[config.mk]
export PLATFORM = sky130hd
export DESIGN_NAME = demux_sel_sequencer
export DESIGN_NICKNAME = d
export VERILOG_FILES = /design/src/rtl/demux_sel_sequencer_pkg.sv /design/src/rtl/demux_sel_sequencer_next_chan_pick.sv /design/src/rtl/demux_sel_sequencer.sv
export SDC_FILE = /design/constraint.sdc
export NUM_CORES = 1
export LEC_CHECK = 0
export ABC_AREA = 1
export BUFFER_PORTS_ARGS = -buffer_cell sky130_fd_sc_hd__buf_2
export CAP_MARGIN = 10
export CORE_MARGIN = 2
export CORE_UTILIZATION = 30
export CTS_BUF_LIST = sky130_fd_sc_hd__clkbuf_8
export CTS_CLUSTER_DIAMETER = 30
export DETAILED_ROUTE_END_ITERATION = 16
export HOLD_SLACK_MARGIN = 0.12
export PLACE_DENSITY = 0.58
export SYNTH_ARGS = -nofsm -noshare
export SYNTH_HDL_FRONTEND = slang
export SYNTH_HIERARCHICAL = 1
export SYNTH_SLANG_ARGS = --single-unit
[constraint.sdc]
create_clock -name clk -period 4.21 [get_ports clk]
set_input_delay 0.2105 -clock clk [delete_from_list [all_inputs] [get_ports clk]]
set_output_delay 0.2105 -clock clk [all_outputs]
set_load 0.1 [all_outputs]
[src/rtl/demux_sel_sequencer_pkg.sv]
// demux_sel_sequencer_pkg: shared widths, channel-count helper and FSM encodings for the demux select sequencer
package demux_sel_sequencer_pkg;
    localparam int SEL_W_DEF = 2;
    localparam logic [0:0] ST_IDLE = 1'b0;
    localparam logic [0:0] ST_RUN = 1'b1;
    function automatic int num_ch(input int sel_w);
        return 1 << sel_w;
    endfunction
endpackage

[src/rtl/demux_sel_sequencer_next_chan_pick.sv]
// next_chan_pick: next enabled channel strictly above cur, wrapping to the lowest enabled one
module next_chan_pick
    import demux_sel_sequencer_pkg::*;
#(
    parameter int SEL_W = SEL_W_DEF
) (
    input  logic [SEL_W-1:0]         cur,
    input  logic [num_ch(SEL_W)-1:0] mask,
    output logic [SEL_W-1:0]         nxt,
    output logic                     wrapped,
    output logic                     any
);
    localparam int NUM_CH = num_ch(SEL_W);
    logic [SEL_W-1:0] hi_idx, lo_idx;
    logic hi_found;
    always_comb begin
        hi_idx = '0;
        lo_idx = '0;
        hi_found = 1'b0;
        // scanning downward leaves the lowest qualifying index in each slot
        for (int n = NUM_CH - 1; n >= 0; n--) begin
            if (mask[n]) begin
                lo_idx = SEL_W'(n);
                if (n > int'(cur)) begin
                    hi_idx = SEL_W'(n);
                    hi_found = 1'b1;
                end
            end
        end
        nxt = hi_found ? hi_idx : lo_idx;
        wrapped = !hi_found;
        any = |mask;
    end
endmodule

[src/rtl/demux_sel_sequencer.sv]
// demux_sel_sequencer: round-robin select/data driver for the 1-to-4 demux with per-channel dwell.
// Define DEMUX_SEQ_ONESHOT_EN to stop after a single sweep instead of repeating.
module demux_sel_sequencer
    import demux_sel_sequencer_pkg::*;
#(
    parameter int SEL_W = SEL_W_DEF,
    parameter int DWELL_W = 8
) (
    input  logic                     clk,
    input  logic                     rst,
    input  logic                     start,
    input  logic                     stop,
    input  logic [DWELL_W-1:0]       dwell,
    input  logic [num_ch(SEL_W)-1:0] ch_mask,
    input  logic                     i_in,
    output logic [SEL_W-1:0]         s,
    output logic                     i,
    output logic                     busy,
    output logic                     wrap
);
`ifdef DEMUX_SEQ_ONESHOT_EN
    localparam bit ONESHOT = 1'b1;
`else
    localparam bit ONESHOT = 1'b0;
`endif
    logic [0:0] state;
    logic [DWELL_W-1:0] cnt, reload;
    logic [SEL_W-1:0] pick_s;
    logic pick_wrapped, pick_any;
    assign reload = (dwell == '0) ? '0 : dwell - DWELL_W'(1);
    assign busy = (state == ST_RUN);
    // in IDLE, searching above the top index yields the lowest enabled channel
    next_chan_pick #(.SEL_W(SEL_W)) u_pick (
        .cur(busy ? s : '1),
        .mask(ch_mask),
        .nxt(pick_s),
        .wrapped(pick_wrapped),
        .any(pick_any)
    );
    always_ff @(posedge clk) begin
        if (rst) begin
            state <= ST_IDLE;
            s <= '0;
            i <= 1'b0;
            wrap <= 1'b0;
            cnt <= '0;
        end else if (state == ST_IDLE) begin
            wrap <= 1'b0;
            i <= 1'b0;
            if (start && pick_any) begin
                state <= ST_RUN;
                s <= pick_s;
                cnt <= reload;
            end
        end else if (stop || (cnt == '0 && !pick_any)) begin
            state <= ST_IDLE;
            s <= '0;
            i <= 1'b0;
            wrap <= 1'b0;
        end else if (cnt != '0) begin
            cnt <= cnt - DWELL_W'(1);
            i <= i_in;
            wrap <= 1'b0;
        end else begin
            wrap <= pick_wrapped;
            cnt <= reload;
            if (ONESHOT && pick_wrapped) begin
                state <= ST_IDLE;
                s <= '0;
                i <= 1'b0;
            end else begin
                s <= pick_s;
                i <= i_in;
            end
        end
    end
endmodule

* Word level (Yosys, flattened, before mapping)
Cells that the tools add are included.
Widths: inputs -> output; s select.
** Storage, ports and cells
- Output and inout bits :: 5
- Input bits :: 17
- Logic and storage cells :: 57
- Flip-flop bits (word level) :: 13
** Operators by class
- Muxes and demuxes :: 30
- $add $sub $neg :: 2
- Equal/unequal tests :: 2
- Reductions and logical operators :: 14
- Bitwise logic cells :: 1
- Order comparisons :: 3
** Operators with widths (number)
- $mux 8 :: 5
- $mux 2 :: 16
- $logic_not 8->1 :: 2
- $sub 8x1->8 const B :: 2
- $mux 1 :: 9
- $reduce_bool 8->1 :: 1
- $reduce_or 4->1 :: 2
- $gt 2x2->1 const A :: 2
- $reduce_and 2->1 :: 2
- $ne 3x3->1 const B :: 1
- $reduce_or 3->1 :: 1
- $gt 1x2->1 const A :: 1
- $logic_and 1x1->1 :: 2
- $logic_not 1->1 :: 2
- $ne 2x2->1 const B :: 1
- $reduce_bool 2->1 :: 1
- $logic_or 1x1->1 :: 1
- $not 1->1 :: 1

* Depth between registers and ports, before layout
Gate-level depths: netlist of run 1.
- Word-level depth :: 12
- Depth in mapped cells :: 11
- Mapped depth without buffers :: 11

* Modules after synthesis
The synthesis of run 1 kept the hierarchy.
** By module, submodules not included
- demux_sel_sequencer :: cells an instance 158, times used 1, area each 973.4 um^2, seq. area each 260.2 um^2
- next_chan_pick :: cells an instance 23, times used 1, area each 91.3 um^2, seq. area each 0.0 um^2

* Worst setup path after synthesis of run 1
Ideal clock, no wire load.
- Kind :: reg2reg
- Start :: register state, in the netlist busy
- End :: register s[0]
- Period minus slack after synthesis :: 2.224 ns
- Path buffers :: 0
- Required time :: 4.140 ns
- Library setup time :: 0.070 ns
- Stages on the path, launching flop included :: 8
- Slack :: 1.986 ns
- Arrival time :: 2.155 ns
- Cell sequence :: dfxtp_1 inv_1 or2_2 nor3_1 inv_1 nand2_1 nand3_1 a21oi_1
** On the way
- Cells in the longest elaborated chain, start to end :: 12
- Elaborated cells between the ends (all ways) :: 24
- Those cells by class :: order compare: 3; eq/ne: 1; mux: 18; reduce/logical: 2
** RTL lines
- start, declared :: line demux_sel_sequencer.sv:26 : logic [0:0] state;
- start signal, assigned :: line demux_sel_sequencer.sv:42 : state <= ST_IDLE;
- start signal, assigned :: line demux_sel_sequencer.sv:51 : state <= ST_RUN;
- start signal, assigned :: line demux_sel_sequencer.sv:56 : state <= ST_IDLE;
- $mux 2 * :: line demux_sel_sequencer.sv:34 : .cur(busy ? s : '1),
- $gt 2x2->1 :: line demux_sel_sequencer_next_chan_pick.sv:24 : if (n > int'(cur)) begin
- $mux 2 or $mux 1 (tied branches) :: line demux_sel_sequencer_next_chan_pick.sv:24
- $mux 2 or $mux 1 (tied branches) :: line demux_sel_sequencer_next_chan_pick.sv:22 : if (mask[n]) begin
- $mux 2 or $mux 1 (tied branches) :: line demux_sel_sequencer_next_chan_pick.sv:24
- $mux 2 or $mux 1 (tied branches) :: line demux_sel_sequencer_next_chan_pick.sv:22
- $mux 2 or $mux 1 (tied branches) :: line demux_sel_sequencer_next_chan_pick.sv:24
- $mux 2 or $mux 1 (tied branches) :: line demux_sel_sequencer_next_chan_pick.sv:22
- $mux 2 * :: line demux_sel_sequencer_next_chan_pick.sv:30 : nxt = hi_found ? hi_idx : lo_idx;
- named net pick_s[0] :: line demux_sel_sequencer.sv:28 : logic [SEL_W-1:0] pick_s;
- $mux 2 :: line demux_sel_sequencer.sv:60 : end else if (cnt != '0) begin
- $mux 2 :: line demux_sel_sequencer.sv:55 : end else if (stop || (cnt == '0 && !pick_any)) begin
- $mux 2 * :: line demux_sel_sequencer.sv:47 : end else if (state == ST_IDLE) begin
- end signal, assigned :: line demux_sel_sequencer.sv:52 : s <= pick_s;
- end signal, assigned :: line demux_sel_sequencer.sv:72 : s <= pick_s;
- end, declared :: line demux_sel_sequencer.sv:16 : output logic [SEL_W-1:0] s,
The timed path passes the listed nets; every way through them passes the cells marked *. The select of a mux whose other input is x is not followed.
A chain may end at the register's enable or synchronous reset.

* Worst setup path after layout of run 1
- Start :: register cnt[0]
- End :: register cnt[5]
** On the way
- Cells in the longest elaborated chain, start to end :: 5
- Elaborated cells between the ends (all ways) :: 10
- Those cells by class :: add/sub: 1; eq/ne: 1; mux: 3; reduce/logical: 5
** RTL lines
- start, declared :: line demux_sel_sequencer.sv:27 : logic [DWELL_W-1:0] cnt, reload;
- start signal, assigned :: line demux_sel_sequencer.sv:53 : cnt <= reload;
- start signal, assigned :: line demux_sel_sequencer.sv:61 : cnt <= cnt - DWELL_W'(1);
- start signal, assigned :: line demux_sel_sequencer.sv:66 : cnt <= reload;
- parallel branches: the longest is 5 deep, another holds $sub 8x1->8
Parallel ways; which one is timed is not known. The select of a mux whose other input is x is not followed.

==> results of run 1 <==
-- cell families after synthesis --
| group | synth area share [%] |
|---|---|
| and+or+nand+nor | 47.4 |
| xor gates and xnor gates | 4.94 |
| AOI/OAI and AO/OA | 8.11 |
| buffers and inverters | 11.6 |
| adders and majority gates | 3.53 |
| DFF | 24.4 |
-- worst reg2reg max path: stages (launching register included) --
cell and delay (ns):
dfxtp_1 0.37, inv_1 0.06, ha_1 0.27, nand2_4 0.14
nor2_4 0.06, nand2_2 0.05, nand2_2 0.08, nand2_4 0.15
inv_1 0.11, nor2_1 0.26, nand2_1 0.09, nand2_1 0.06
-- power by group --
group	total (mW)	switching, mW	internal (mW)
Clock	0.112	0.0479	0.0645
Combinational	0.150	0.101	0.0490
Sequential	0.146	0.0109	0.135
Total	0.408	0.160	0.248
-- cell type report --
type,count,area (um2)
Sequential cell,13,260
Inverter,28,105
Tap cell,46,57.6
Clock buffer,3,41.3
Timing Repair Buffer,21,105
Multi-Input combinational cell,138,681
Clock inverter,1,3.75
Fill cell,399,2110
-- worst max-delay path by stage --
stage	startpoint	end	slack (ns)	cells past startpoint
CTS	cnt[0]	cnt[5]	2.46	11
global route	cnt[0]	cnt[5]	2.27	11
detailed placement	cnt[0]	cnt[5]	2.47	11
floorplan	busy	s[0]	1.99	7
global placement	cnt[0]	cnt[7]	2.51	11
finish	cnt[0]	cnt[5]	2.47	11
-- layout by cell type, fill, tap and decap left out, types with 4 or more instances in the layout --
| cell type | instances |
|---|---|
| nand2_1 | 52 |
| nor2_1 | 30 |
| inv_1 | 29 |
| buf_2 | 21 |
| nand3_1 | 13 |
| dfxtp_1 | 13 |
| xor2_1 | 5 |
| o21ai_1 | 5 |
| o21ai_0 | 5 |
| nand2_2 | 4 |
| nand4_1 | 4 |
| a21oi_1 | 4 |
-- layer usage --
layer | share of wire (%) | vias up | wire [um]
met5 | 0 | - | 0
met4 | 0.83 | 0 | 19
met3 | 4.3 | 2 | 98
met2 | 45 | 14 | 1040
met1 | 50 | 476 | 1140
li1 | - | 605 | -
-- flip-flops by register name, indices dropped and copies added (netlist names) --
name,cells
cnt,8
s,2
wrap,1
i,1
busy,1
-- metrics by stage --
| step | total power [mW] | hold WS [ns] | setup slack, ns |
|---|---|---|---|
| 3_3_place_gp | 0.300 | 0.483 | 2.51 |
| 4_1_cts | 0.413 | 0.228 | 2.46 |
| 5_1_grt | 0.440 | 0.233 | 2.27 |
| 2_1_floorplan | 0.269 | 0.376 | 1.99 |
| 6_report | 0.408 | 0.229 | 2.47 |
| 3_5_place_dp | 0.298 | 0.477 | 2.47 |
==> flow_summary.json, run 1 <==
{
  "numCtsBuffers": 3,
  "cts_buffer_depth": 2,
  "ant_nets": 0,
  "postPlaceCellArea_um2": 1210,
  "r2r_start": "cnt[0]",
  "syn_avg_cell_area_um2": 5.88,
  "rows": 21,
  "reg2regPathDepth": 11,
  "antenna_cells": 0,
  "coreArea_um2": 3360,
  "grt.busiest_layer": "met2",
  "die_area_um2": 4040,
  "nets": 225,
  "drv_slew": 0,
  "ctsHoldBuffers": 0,
  "yosysSeqAreaShare_pct": 24.4,
  "crit_required_ns": 4.41,
  "yosys.area.top_type_share_pct": 24.4,
  "holdPathStages": 2,
  "cts.clk_slew.worst_paths_ns": 0.06,
  "cts_tree": "done",
  "synth.largest_area_cell": "dfxtp_1",
  "synthTopCellsByArea": "dfxtp_1 (24%), nand2_1 (18%), nor2_1 (11%)",
  "ys_seq_elements": 13,
  "crit_family": "simple AND/OR/NAND/NOR gates",
  "htree_levels": 1,
  "rr_endpoint": "cnt[5]",
  "gr-usage-met2_pct": 21.1,
  "path_cells": "inv_1 -> ha_1 -> nand2_4 -> nor2_4 -> nand2_2 -> nand2_2 -> nand2_4 -> inv_1 -> nor2_1 -> nand2_1 -> nand2_1",
  "setup_tns_ns": 0,
  "gr-usage-met1_pct": 15.7,
  "gp_congestion": 0.807,
  "yosys_warnings": 6,
  "grt_setup_unrepaired": "no",
  "antenna_found_initial": 0,
  "drt_iter0_drc": 22,
  "die_x_um": 63.6,
  "synth_commonest_cells": "nand2_1 (52), nor2_1 (30), inv_1 (28)",
  "crit_path_end_kind": "register",
  "grt-ovfl-total": 0,
  "fmaxAchievable_mhz": 574,
  "cts-resized-gates": 0,
  "fin_crit_ns": 1.74,
  "instances_no_fill": 250,
  "boundaryPins": 22,
  "hold_end": "i",
  "skew_ns": 0.00382,
  "slew_headroom_pct": 66.0,
  "dieHeight_um": 63.6,
  "power.leakage_nw": 0.675,
  "use_met3_pct": 3.75,
  "wire_per_inst_um": 9.20,
  "dr_total_vias": 1097,
  "synthDistinctLibCells": 22,
  "worstHoldStart": "i_in",
  "final_cell_area_um2": 1250,
  "start_util_pct": 31.7,
  "fin_util_pct": 37.3,
  "cp_num_buf_inv": 2,
  "synth_area_um2": 1060,
  "drt-vias-per-instance": 4.39,
  "slowest_delay_ns": 0.37,
  "grt_start_max_net_pins": 14,
  "arrival_ns": 1.94,
  "synth-main-ff-cell": "dfxtp_1",
  "io_buffers": 21,
  "clockRootBuffer": "clkbuf_8",
  "crit_fanout": 13,
  "syn-num-nets": 201,
  "dp_hpwl_um": 1860,
  "routed_wl_um": 2300,
  "status": "finished, final reports clean",
  "synth-edff-count": 0,
  "async_flop_share_pct": 0,
  "synth_cells": 181,
  "yosysMostFrequentCell": "nand2_1",
  "power_density_nw_per_um2": 325,
  "grt_pass1_wl_um": 4120,
  "remaining_drc_errors": 0,
  "post-route-period-util_pct": 41.4,
  "cts.sink_count": 13,
  "dr.pass1.iters": 4,
  "tightest_slew_ns": 0.506,
  "grt_pass1_vias": 984,
  "ir_worst_vdd_mv": 0.183,
  "crit_slowest_cell": "dfxtp_1",
  "postCtsSetupBuffers": 0,
  "hp-class": "in2reg",
  "final_layout_size_suffix_gt1_share_pct": 17.6,
  "drv_cap": 0,
  "hold_viol_final": 0,
  "start_kind": "register",
  "clk_latency_ns": 0.25,
  "synthToLayoutAreaGrowth_pct": 17.7,
  "reg2reg_slack_ns": 2.47,
  "setup_viol": 0,
  "grt.total_usage_pct": 12.6,
  "place_inst": 246,
  "path_class": "reg2reg"
}
Power figures use the tool's default switching activity.
==> inputs of run 2 (changes only) <==
--- a/config.mk
+++ b/config.mk
@@ -5,7 +5,7 @@
 export SDC_FILE = /design/constraint.sdc
 export NUM_CORES = 1
 export LEC_CHECK = 0
-export ABC_AREA = 1
+export ABC_AREA = 0
 export BUFFER_PORTS_ARGS = -buffer_cell sky130_fd_sc_hd__buf_2
 export CAP_MARGIN = 10
 export CORE_MARGIN = 2
@@ -14,7 +14,7 @@
 export CTS_CLUSTER_DIAMETER = 30
 export DETAILED_ROUTE_END_ITERATION = 16
 export HOLD_SLACK_MARGIN = 0.12
-export PLACE_DENSITY = 0.58
+export PLACE_DENSITY = 0.6
 export SYNTH_ARGS = -nofsm -noshare
 export SYNTH_HDL_FRONTEND = slang
 export SYNTH_HIERARCHICAL = 1
==> constraint.sdc (replaced) <==
create_clock -name clk -period 1.6 [get_ports clk]
set_input_delay 0.08 -clock clk [delete_from_list [all_inputs] [get_ports clk]]
set_output_delay 0.08 -clock clk [all_outputs]
set_load 0.1 [all_outputs]
==> run 2 against run 1 <==
  * The flow now finishes with violations (negative setup slack)
  * Setup slack got worse by 2.8 ns
  * Combinational power increased to 5.1 times the previous value
  * Area after synthesis decreased by 11%
  * Wire length increased by 16%
  * Critical endpoint is now cnt[2]
  * Largest cell class unchanged
  * Highest routed layer unchanged
==> flow_summary.json, run 2 <==
{
  "rows": 20,
  "synthTopCellsByArea": "dfxtp_1 (27%), a32o_1 (5.3%), xnor2_1 (4.6%)",
  "cts_tree": "done",
  "start_util_pct": 31.4,
  "die_area_um2": 3640,
  "setup_viol": 12,
  "hold_viol_final": 0,
  "yosys.area.top_type_share_pct": 27.3,
  "synth_cells": 116,
  "n_fill_cell": 305,
  "ant_nets": 0,
  "ys_seq_elements": 13,
  "cts.clk_slew.worst_paths_ns": 0.05,
  "synth-main-ff-cell": "dfxtp_1",
  "crit_required_ns": 1.73,
  "cts_buffer_depth": 2,
  "synth_commonest_cells": "dfxtp_1 (13), inv_1 (8), nor2_1 (8)",
  "fmaxAchievable_mhz": 525,
  "postPlaceCellArea_um2": 1280,
  "cts.sink_count": 13,
  "hp-class": "in2reg",
  "dieHeight_um": 60.3,
  "clockRootBuffer": "clkbuf_8",
  "synthDistinctLibCells": 39,
  "reg.largest.list": "cnt (8), s (2)",
  "path_class": "reg2reg",
  "die_x_um": 60.3,
  "largest_reg_flops": 8,
  "gp_congestion": 0.874,
  "syn-num-nets": 136,
  "grt.total_usage_pct": 16.6,
  "synth.largest_area_cell": "dfxtp_1",
  "grt_start_max_net_pins": 14,
  "seqCellArea_um2": 269,
  "routed_wl_um": 2680,
  "grt_pass1_wl_um": 4530,
  "dp_hpwl_um": 2020,
  "tightest_slew_ns": 0.484,
  "cp_num_buf_inv": 2,
  "setup_tns_ns": -2.94,
  "grt-ovfl-total": 0,
  "skew_ns": 0.000909,
  "final_cell_area_um2": 1460,
  "numCtsBuffers": 3,
  "yosysMostFrequentCell": "dfxtp_1",
  "crit_path_end_kind": "register",
  "start_kind": "register",
  "violations": "negative setup slack",
  "drt_iter0_drc": 42,
  "post-route-period-util_pct": 119,
  "synth_area_um2": 952,
  "antenna_cells": 0,
  "drv_slew": 0,
  "remaining_drc_errors": 0,
  "status": "finished, violations left",
  "instances_no_fill": 212,
  "final_layout_size_suffix_gt1_share_pct": 41.1,
  "yosys_warnings": 6,
  "synthToLayoutAreaGrowth_pct": 52.8,
  "drv_cap": 0,
  "wire_per_inst_um": 12.6,
  "place_inst": 200,
  "power_density_nw_per_um2": 995,
  "htree_levels": 1,
  "syn_avg_cell_area_um2": 8.21,
  "crit_fanout": 6,
  "power.leakage_nw": 0.617,
  "grt_setup_unrepaired": "yes",
  "fin_util_pct": 48.1,
  "fin_crit_ns": 1.91,
  "crit_family": "compound AO/OA/AOI/OAI gates",
  "nets": 189,
  "p_total_mw": 1.45,
  "path_cells": "inv_2 -> ha_4 -> or4b_4 -> o21ai_4 -> buf_4 -> o21a_4 -> nor2_4 -> a32o_1",
  "slew_headroom_pct": 68.0,
  "coreArea_um2": 3030,
  "yosysSeqAreaShare_pct": 27.3,
  "clk_latency_ns": 0.24,
  "top_register": "cnt",
  "ir_worst_vdd_mv": 0.334,
  "crit_slowest_cell": "or4b_4",
  "boundaryPins": 22,
  "async_flop_share_pct": 0,
  "slowest_delay_ns": 0.48,
  "arrival_ns": 2.04,
  "layout_setup_ws_ns": -0.305,
  "final_cell_mix": "buf_2 (21), buf_4 (21), dfxtp_1 (8)",
  "grt_pass1_vias": 1079,
  "antenna_found_initial": 0,
  "io_buffers": 21,
  "multi_input_area_um2": 693,
  "dr_total_vias": 1070,
  "dr.pass1.iters": 4,
  "synth-edff-count": 0,
  "drt-vias-per-instance": 5.05
}
==> run 2: cell count changes in the layout (fill, tap and decap cells not counted), sizes merged, moves of 5 or more <==
cell	before	now
nand2	58	6
buf	21	48
a32o	0	5
nor2	33	8
nand3	13	3
nor2b	0	5
xor2	5	0
inv	29	9
==> run 2: cell families (layout without fill, tap and decap cells) <==
| family | count (synthesis) | in the layout | share of synthesized area [%] |
|---|---|---|---|
| compound gates | 41 | 42 | 33.1 |
| xor+xnor | 5 | 5 | 4.60 |
| fa+ha+maj | 3 | 3 | 3.94 |
| buf+inv | 11 | 62 | 5.91 |
| flops | 13 | 13 | 27.3 |
| simple gates | 43 | 43 | 25.1 |
==> run 2: layer usage <==
metal / wire (um) / GRT usage, % / vias up
met5: 0 / 0 / -
met4: 45 / 9.21 / 0
met3: 112 / 2.56 / 4
met2: 1350 / 30.1 / 38
met1: 1170 / 18.4 / 484
li1: - / - / 544
==> run 2: what timing repair did <==
| item | CTS | global route |
|---|---|---|
| cloned | 1 | 0 |
| hold buffers | 2 | 0 |
| pin swaps | 5 | 6 |
| gates resized for setup | 6 | 5 |
| hold endpoints to repair | 4 | 0 |
| endpoints found under the setup margin | 12 | 12 |
| setup buffers | 1 | 4 |
==> run 2: stage by stage <==
step | hold slack (ns) | worst slack [ns]
global placement | 0.337 | -0.315
finish | 0.190 | -0.305
floorplan | 0.139 | -0.234
detailed placement | 0.321 | -0.354
global route | 0.206 | -0.365
CTS | 0.183 | -0.310
==> run 2: layout make-up <==
type	instances	share of cell area (%)
Sequential cell	13	18.5
Timing Repair Buffer	50	24.9
Multi-Input combinational cell	93	47.6
Clock inverter	1	0.258
Clock buffer	3	2.84
Tap cell	44	3.78
Inverter	8	2.06
==> run 2: worst paths after layout <==
check,start,end,slack [ns],cells past startpoint
setup / recovery,cnt[1],cnt[2],-0.31,8
hold / removal,ch_mask[3],wrap,0.19,4
setup reg to reg,cnt[1],cnt[2],-0.31,8
hold reg to reg,s[0],s[0],0.50,2
==> run 2: worst reg2reg max path, stage by stage, from the launching register on <==
cell,delay (ns)
dfxtp_2,0.32
inv_2,0.07
ha_4,0.13
or4b_4,0.48
o21ai_4,0.20
buf_4,0.15
o21a_4,0.16
nor2_4,0.07
a32o_1,0.22
==> run 2: where the power goes <==
| group | internal (mW) | leakage [nW] | switching (mW) |
|---|---|---|---|
| registers | 0.369 | 0.109 | 0.0325 |
| logic | 0.374 | 0.482 | 0.384 |
| clock network | 0.170 | 0.0269 | 0.119 |
| total | 0.913 | 0.617 | 0.535 |
